===== src/rtl/acc_seq.sv =====
// acc_seq: word-time sequencer and arbiter for the accumulator register.
// Grants one requester at a time, aligns the grant to the next drum word
// boundary, then drives the AR control strobes for a whole number of words.
module acc_seq #(
  parameter int WC_W = 7
) (
  input  logic            CLOCK,
  input  logic            rst,
  input  logic            T1,
  input  logic            T29,
  input  logic            CMD_REQ,
  input  logic [1:0]      CMD_OP,
  input  logic [WC_W-1:0] CMD_WC,
  output logic            CMD_ACK,
  input  logic            KEY_REQ,
  output logic            KEY_ACK,
  output logic            TR,
  output logic            D7,
  output logic            DU,
  output logic            DV,
  output logic            CS,
  output logic            KEY_RETURN,
  output logic            BUSY,
  output logic            DONE
);

  typedef enum logic [1:0] {
    ST_IDLE = 2'b00,
    ST_ARM  = 2'b01,
    ST_RUN  = 2'b10
  } state_e;

  localparam logic [1:0] OP_ADD = 2'b00;
  localparam logic [1:0] OP_TRA = 2'b01;
  localparam logic [1:0] OP_TVA = 2'b10;
  localparam logic [1:0] OP_CLR = 2'b11;

  localparam logic [WC_W-1:0] CNT_ZERO = {WC_W{1'b0}};
  localparam logic [WC_W-1:0] CNT_ONE  = WC_W'(32'd1);

  // Strobe vector order: {TR, D7, DU, DV, CS, KEY_RETURN}.
  // DU and DV are mutually exclusive by construction of this table.
  function automatic logic [5:0] strobe_decode(input logic [1:0] op);
    logic [5:0] s;
    case (op)
      OP_ADD:  s = 6'b110100;
      OP_TRA:  s = 6'b111000;
      OP_TVA:  s = 6'b100010;
      OP_CLR:  s = 6'b000001;
      default: s = 6'b000000;
    endcase
    return s;
  endfunction

  state_e          state_q, state_d;
  logic [1:0]      op_q, op_d;
  logic [WC_W-1:0] cnt_q, cnt_d;
  logic [5:0]      strb_q, strb_d;
  logic            cmd_ack_q, cmd_ack_d;
  logic            key_ack_q, key_ack_d;
  logic            busy_q, busy_d;
  logic            done_q, done_d;

  // Word boundaries are taken from T29 alone (T29 wins if both are high),
  // so T1 carries no information this block needs.
  logic unused_t1_s;
  assign unused_t1_s = T1;

  // Arbitration, word alignment and word counting.
  always_comb begin
    state_d   = state_q;
    op_d      = op_q;
    cnt_d     = cnt_q;
    cmd_ack_d = 1'b0;
    key_ack_d = 1'b0;
    done_d    = 1'b0;
    case (state_q)
      ST_IDLE: begin
        if (KEY_REQ) begin
          op_d      = OP_CLR;
          cnt_d     = CNT_ONE;
          key_ack_d = 1'b1;
          state_d   = ST_ARM;
        end else if (CMD_REQ) begin
          op_d      = CMD_OP;
          cnt_d     = (CMD_WC == CNT_ZERO) ? CNT_ONE : CMD_WC;
          cmd_ack_d = 1'b1;
          state_d   = ST_ARM;
        end else begin
          state_d   = ST_IDLE;
        end
      end
      ST_ARM: begin
        if (T29) begin
          state_d = ST_RUN;
        end else begin
          state_d = ST_ARM;
        end
      end
      ST_RUN: begin
        if (T29) begin
          cnt_d = cnt_q - CNT_ONE;
          if (cnt_q == CNT_ONE) begin
            state_d = ST_IDLE;
            done_d  = 1'b1;
          end else begin
            state_d = ST_RUN;
          end
        end else begin
          state_d = ST_RUN;
        end
      end
      default: begin
        state_d = ST_IDLE;
      end
    endcase
  end

  // Strobes and BUSY are decoded from the next state so the registered
  // copies line up exactly with the RUN window.
  always_comb begin
    strb_d = 6'b000000;
    if (state_d == ST_RUN) begin
      strb_d = strobe_decode(op_q);
    end else begin
      strb_d = 6'b000000;
    end
    busy_d = (state_d != ST_IDLE);
  end

  // State and output registers with synchronous reset.
  always_ff @(posedge CLOCK) begin
    if (rst) begin
      state_q   <= ST_IDLE;
      op_q      <= OP_CLR;
      cnt_q     <= CNT_ZERO;
      strb_q    <= 6'b000000;
      cmd_ack_q <= 1'b0;
      key_ack_q <= 1'b0;
      busy_q    <= 1'b0;
      done_q    <= 1'b0;
    end else begin
      state_q   <= state_d;
      op_q      <= op_d;
      cnt_q     <= cnt_d;
      strb_q    <= strb_d;
      cmd_ack_q <= cmd_ack_d;
      key_ack_q <= key_ack_d;
      busy_q    <= busy_d;
      done_q    <= done_d;
    end
  end

  assign TR         = strb_q[5];
  assign D7         = strb_q[4];
  assign DU         = strb_q[3];
  assign DV         = strb_q[2];
  assign CS         = strb_q[1];
  assign KEY_RETURN = strb_q[0];
  assign CMD_ACK    = cmd_ack_q;
  assign KEY_ACK    = key_ack_q;
  assign BUSY       = busy_q;
  assign DONE       = done_q;

endmodule


===== config.mk =====
export PLATFORM = sky130hd
export DESIGN_NAME = acc_seq
export DESIGN_NICKNAME = d
export VERILOG_FILES = /design/src/rtl/acc_seq.sv
export SDC_FILE = /design/constraint.sdc
export NUM_CORES = 1
export LEC_CHECK = 0
export BUFFER_PORTS_ARGS = -buffer_cell sky130_fd_sc_hd__buf_2
export CAP_MARGIN = 30
export CORE_ASPECT_RATIO = 1.1
export CORE_MARGIN = 3
export CORE_UTILIZATION = 51
export CTS_CLUSTER_DIAMETER = 100
export DETAILED_ROUTE_END_ITERATION = 7
export PLACE_DENSITY = 0.81
export SLEW_MARGIN = 20
export SYNTH_ARGS = -nofsm -noshare
export SYNTH_HDL_FRONTEND = slang
export SYNTH_SLANG_ARGS = --single-unit

===== constraint.sdc =====
create_clock -name CLOCK -period 3.6 [get_ports CLOCK]
set_input_delay 0.72 -clock CLOCK [delete_from_list [all_inputs] [get_ports CLOCK]]
set_output_delay 0.72 -clock CLOCK [all_outputs]
set_load 0.03 [all_outputs]

==> flow_metrics.tcl, run 1 <==
set metrics [dict create \
    status "completed" \
    numCtsBuffers 3 \
    finalSetupViolCount 0 \
    die_y_um 53.01 \
    ctsHtreeMaxLevel 1 \
    wl_per_cell_um 12.95 \
    hold_viol_final 0 \
    cts_sinks 21 \
    dieArea_um2 2584 \
    crit_path_start_kind "input pin" \
    syn_area_per_cell_um2 9.401 \
    ctsResizeCount 0 \
    row_count 16 \
    finalSetupTns_ns 0 \
    ir_drop_uv 207.1 \
    drtIter0Drc 21 \
    ff2ff_setup_slack_ns 1.94 \
    dp_hpwl_um 1547 \
    antenna_found_initial 0 \
    end_kind "register" \
    clk_pin_slew_ns 0.12 \
    fillers 178 \
    pin_count 25 \
    whs_ns 0.5191 \
    final_common_cell "buf_2" \
    initial_utilization 0.5564 \
    ys_warn_count 0 \
    leakage_nw 0.4903 \
    synth_cells 109 \
    port_buffers 23 \
    syn_to_final_growth_pct 13.68 \
    drive_gt1_frac 0.2977 \
    final-seq-area_um2 420.4 \
    synth_nets 126 \
    period_share 0.4747 \
    tightest_slew_ns 0.6348 \
    crit_end "cnt_q[6]" \
    cts_buffer_depth 2 \
    num_antenna_cells 0 \
    grt_max_degree 15 \
    fin_skew_ns 0.006797 \
    maxSlewViolCount 0 \
    grt-ovfl-total 0 \
    first_pass_iters 4 \
    cp_data_arrival_time_ns 1.92 \
    grt_pass1_vias 799 \
    reg2reg_from "state_q[1]" \
    fmax_mhz 585.2 \
    yosysSeqAreaShare 0.4103 \
    r2r_end "cnt_q[6]" \
    worst-setup-path-type "input pin to register" \
    cts-root-buf "clkbuf_4" \
    p_per_area_nw_per_um2 434.4 \
    via_per_inst 5.608 \
    total_power_uw 506.0 \
    cap_violations 0 \
    place_congestion 0.7715 \
    fin_crit_ns 1.709 \
    nNetsFinal 149 \
    crit_start "T29" \
    die_w_um 48.74 \
    ys_ff_latch 21 \
    insertion_delay_ns 0.30 \
    ys_types 39 \
    multi_input_area_um2 549.3 \
    postCtsHoldBufs 0 \
    via_count 886 \
    antenna_left 0 \
    wirelength_um 2046 \
    cp.required_ns 3.81 \
    ff2ff_path_depth 4 \
    path_max_fanout 14 \
    slew_headroom 0.5754 \
    grt_use_total 0.1687 \
    core-area_um2 1842 \
    cts_tree "done" \
    route.detailed.drc 0 \
    grt_pass1_wl_um 3401 \
    cts_setup_buffers 0 \
    rsz0062_at_grt "false" \
    netlist_area_um2 1025 \
    hp-class "register to register" \
    final_cell_mix "23 x buf_2, 21 x dfxtp_1, 13 x nor2_1" \
]
## routing by layer
| layer | share of wire | vias to the layer above | wire (um) | GRT usage |
|---|---|---|---|---|
| met5 | 0 | - | 0 | 0 |
| met4 | 0.014 | 0 | 29 | 0.07109 |
| met3 | 0.050 | 4 | 102 | 0.02817 |
| met2 | 0.48 | 19 | 975 | 0.2919 |
| met1 | 0.46 | 422 | 939 | 0.2086 |
| li1 | - | 441 | - | - |
## cells in the mapped netlist (all sizes together)
cell / n / area, um^2
o21a: 2 / 15.01
ha: 2 / 25.02
clkbuf: 1 / 3.750
a21oi: 10 / 53.80
a31oi: 2 / 12.51
a41o: 1 / 10.01
nand3b: 2 / 15.01
nor3b: 3 / 32.53
o21bai: 2 / 15.01
a21o: 1 / 15.01
nand2: 5 / 18.77
nand4: 1 / 6.260
nand3: 4 / 20.02
a31o: 1 / 8.760
or4: 1 / 7.510
nor2b: 2 / 20.02
a311oi: 1 / 8.760
dfxtp: 21 / 420.4
o311ai: 1 / 8.760
o21ai: 1 / 5.000
nor4: 3 / 40.04
nor3: 7 / 46.30
buf: 4 / 32.53
mux2i: 1 / 10.01
nand2b: 5 / 31.28
a211o: 3 / 27.53
nor2: 13 / 48.80
inv: 5 / 18.77
a2111oi: 1 / 15.01
a211oi: 3 / 32.53
## how the worst min path moves through the flow
stage | cells after the start | end | from
floorplan | 1 | strb_q[4] | op_q[1]
global placement | 2 | strb_q[0] | op_q[0]
detailed placement | 1 | strb_q[4] | op_q[1]
CTS | 2 | strb_q[0] | op_q[0]
global route | 2 | strb_q[0] | op_q[0]
finish | 2 | strb_q[0] | op_q[0]
## cell families (layout without fill, tap and decap cells)
family,count (synthesis),count (layout),share of synthesized area
adders and majority gates,2,2,0.02442
AOI/OAI and AO/OA,29,29,0.2222
DFF,21,21,0.4103
and+or+nand+nor,46,46,0.2796
buffers and inverters,10,32,0.05372
muxes,1,1,0.009768
## cell type report
| class | count | area share |
|---|---|---|
| well taps | 27 | 0.02900 |
| repair buffers | 23 | 0.09882 |
| clock inverters | 1 | 0.004296 |
| clock buffers | 3 | 0.01933 |
| multi-input cells | 78 | 0.4715 |
| inverters | 5 | 0.01611 |
| flip-flops and latches | 21 | 0.3609 |
## stage by stage
stage / setup slack (ns) / instance area, um^2 / util / instances
6_report: 1.891 / 1165 / 0.6325 / 158
5_1_grt: 1.799 / 1165 / 0.6325 / 158
4_1_cts: 1.902 / 1165 / 0.6325 / 158
3_5_place_dp: 1.582 / 1137 / 0.6175 / 154
3_3_place_gp: 1.616 / 1137 / 0.6175 / 154
2_1_floorplan: 1.956 / 1025 / - / 109
## registers in the layout, summed over array words and instances (netlist names)
signal,cells
DONE,1
KEY_ACK,1
cnt_q,7
BUSY,1
state_q,2
op_q,2
strb_q,6
CMD_ACK,1
## where the power goes
part / internal (mW) / switching [mW] / total, mW
sequential: 0.249 / 0.0209 / 0.270
clock: 0.0413 / 0.0710 / 0.112
combinational: 0.0527 / 0.0706 / 0.123
total: 0.343 / 0.163 / 0.506
## critical path, stage by stage
cell and delay (ns):
buf_2 0.14, nor2b_4 0.06, nor3_4 0.54, nor2_1 0.11, a2111oi_2 0.34
Note: power is estimated with default switching activity, not from simulation.
==> run 2, diff against run 1 <==
Clock period 3.6 ns to 1.63 ns, I/O delays scaled along.
==> flow_metrics.tcl, run 2 (synthesis gave the netlist of run 1 again) <==
set metrics [dict create \
    cts_tree "done" \
    postCtsHoldBufs 0 \
    combPwrFrac 0.261 \
    final_area_um2 1219 \
    p_sw_frac 0.3176 \
    maxSlewViolCount 0 \
    route.detailed.drc 0 \
    cp_data_arrival_time_ns 1.69 \
    worst-setup-path-type "register to register" \
    clk_pin_slew_ns 0.12 \
    hp-class "input pin to register" \
    dp_hpwl_um 1609 \
    place_congestion 0.7811 \
    antenna_found_initial 0 \
    fin_skew_ns 0.006334 \
    dp.cells 158 \
    cp.required_ns 1.87 \
    hold_viol_final 0 \
    core-area_um2 1842 \
    wl_per_cell_um 13.06 \
    final_cell_mix "23 x buf_2, 21 x dfxtp_1, 13 x nor2_1" \
    stdcell_count 163 \
    end_kind "register" \
    largest_reg_flops 7 \
    dpl-instance-area_um2 1167 \
    whs_ns 0.2661 \
    cts-root-buf "clkbuf_4" \
    rsz0062_at_grt "false" \
    final-seq-area_um2 420.4 \
    crit_path_start_kind "register" \
    leakage_nw 0.5192 \
    ir_drop_uv 521.9 \
    numCtsBuffers 3 \
    p_sw_uw 367.2 \
    intPower_uw 789.0 \
    grt_pass1_wl_um 3767 \
    die_w_um 48.74 \
    finalSetupViolCount 0 \
    period_share 0.8920 \
    grt_pass1_vias 820 \
    p_per_area_nw_per_um2 948.7 \
    slew_headroom 0.7160 \
    setup_ws_ns 0.1761 \
    pin_count 25 \
    insertion_delay_ns 0.31 \
    port_buffers 23 \
    num_antenna_cells 0 \
    fmax_mhz 687.8 \
    die_y_um 53.01 \
    nNetsFinal 154 \
    via_per_inst 5.509 \
    dieArea_um2 2584 \
    grt_use_total 0.1902 \
    place_ws_ns 0.1253 \
    power_frac_seq 0.518 \
    final_common_cell "buf_2" \
    tightest_slew_ns 0.4227 \
    status "completed" \
    antenna_left 0 \
    pwr-share-clk 0.221 \
    first_pass_iters 4 \
    finalSetupTns_ns 0 \
    row_count 16 \
    grt_max_degree 15 \
    cts_buffer_depth 2 \
    path_max_fanout 10 \
    via_count 898 \
    regMostFlops "cnt_q" \
    biggestRegsByFlops "cnt_q: 7 flops, strb_q: 6 flops" \
    cts_sinks 21 \
    wirelength_um 2128 \
    cap_violations 0 \
    fin_crit_ns 1.454 \
    grt-ovfl-total 0 \
    fillers 168 \
    ctsHtreeMaxLevel 1 \
    initial_utilization 0.5564 \
    syn_to_final_growth_pct 18.93 \
    drtIter0Drc 11 \
    drive_gt1_frac 0.3235 \
    multi_input_area_um2 554.3 \
]
run 2: changes by cell type in the layout (fill, tap and decap cells not counted):
cell / before / now
buf_12: 0 / 1
buf_4: 0 / 4
clkbuf_1: 0 / 1
clkinv_2: 1 / 0
nor3b_1: 1 / 0
nor3b_2: 2 / 3
run 2: metrics by stage:
stage,utilization,total power [mW]
after floorplan,-,0.8202
final,0.6617,1.156
after global routing,0.6617,1.231
after global placement,0.6338,0.8811
after CTS,0.6481,1.144
after detailed placement,0.6338,0.8937
run 2: timing repair:
action | in CTS | in global routing
gates resized for setup | 0 | 1
endpoints found under the setup margin | 0 | 3
setup buffers | 0 | 1
run 2: cell type report:
type / count / area share
clock buffers: 4 / 0.02156
multi-input cells: 78 / 0.4548
well taps: 27 / 0.02772
flip-flops and latches: 21 / 0.3450
repair buffers: 28 / 0.1355
inverters: 5 / 0.01540
run 2: routing by layer:
metal,up-vias,global-route usage,wire [um]
met5,-,0,0
met2,23,0.3348,1062
met4,0,0.08531,33
met1,421,0.2190,924
li1,449,-,-
met3,5,0.04789,108
run 2: critical path, cell delays in order, from the launching register on:
cell and delay, ns:
dfxtp_1 0.44, nand2b_1 0.26, a41o_1 0.25, a21o_4 0.25
nor3b_2 0.19
run 2: final timing paths:
kind | startpoint | endpoint | slack [ns] | depth (start not counted)
setup / recovery | state_q[0] | strb_q[3] | 0.18 | 4
hold / removal | CMD_OP[0] | op_q[0] | 0.27 | 3
setup reg to reg | state_q[0] | strb_q[3] | 0.18 | 4
hold reg to reg | op_q[0] | strb_q[0] | 0.52 | 2
run 2: power groups by stage:
stage               registers, mW  logic (mW)  clock network (mW)
finish                      0.599       0.302               0.255
global route                0.605       0.334               0.292
CTS                         0.597       0.286               0.261
detailed placement          0.609       0.285                   0
global placement            0.606       0.275                   0
floorplan                   0.613       0.207                   0
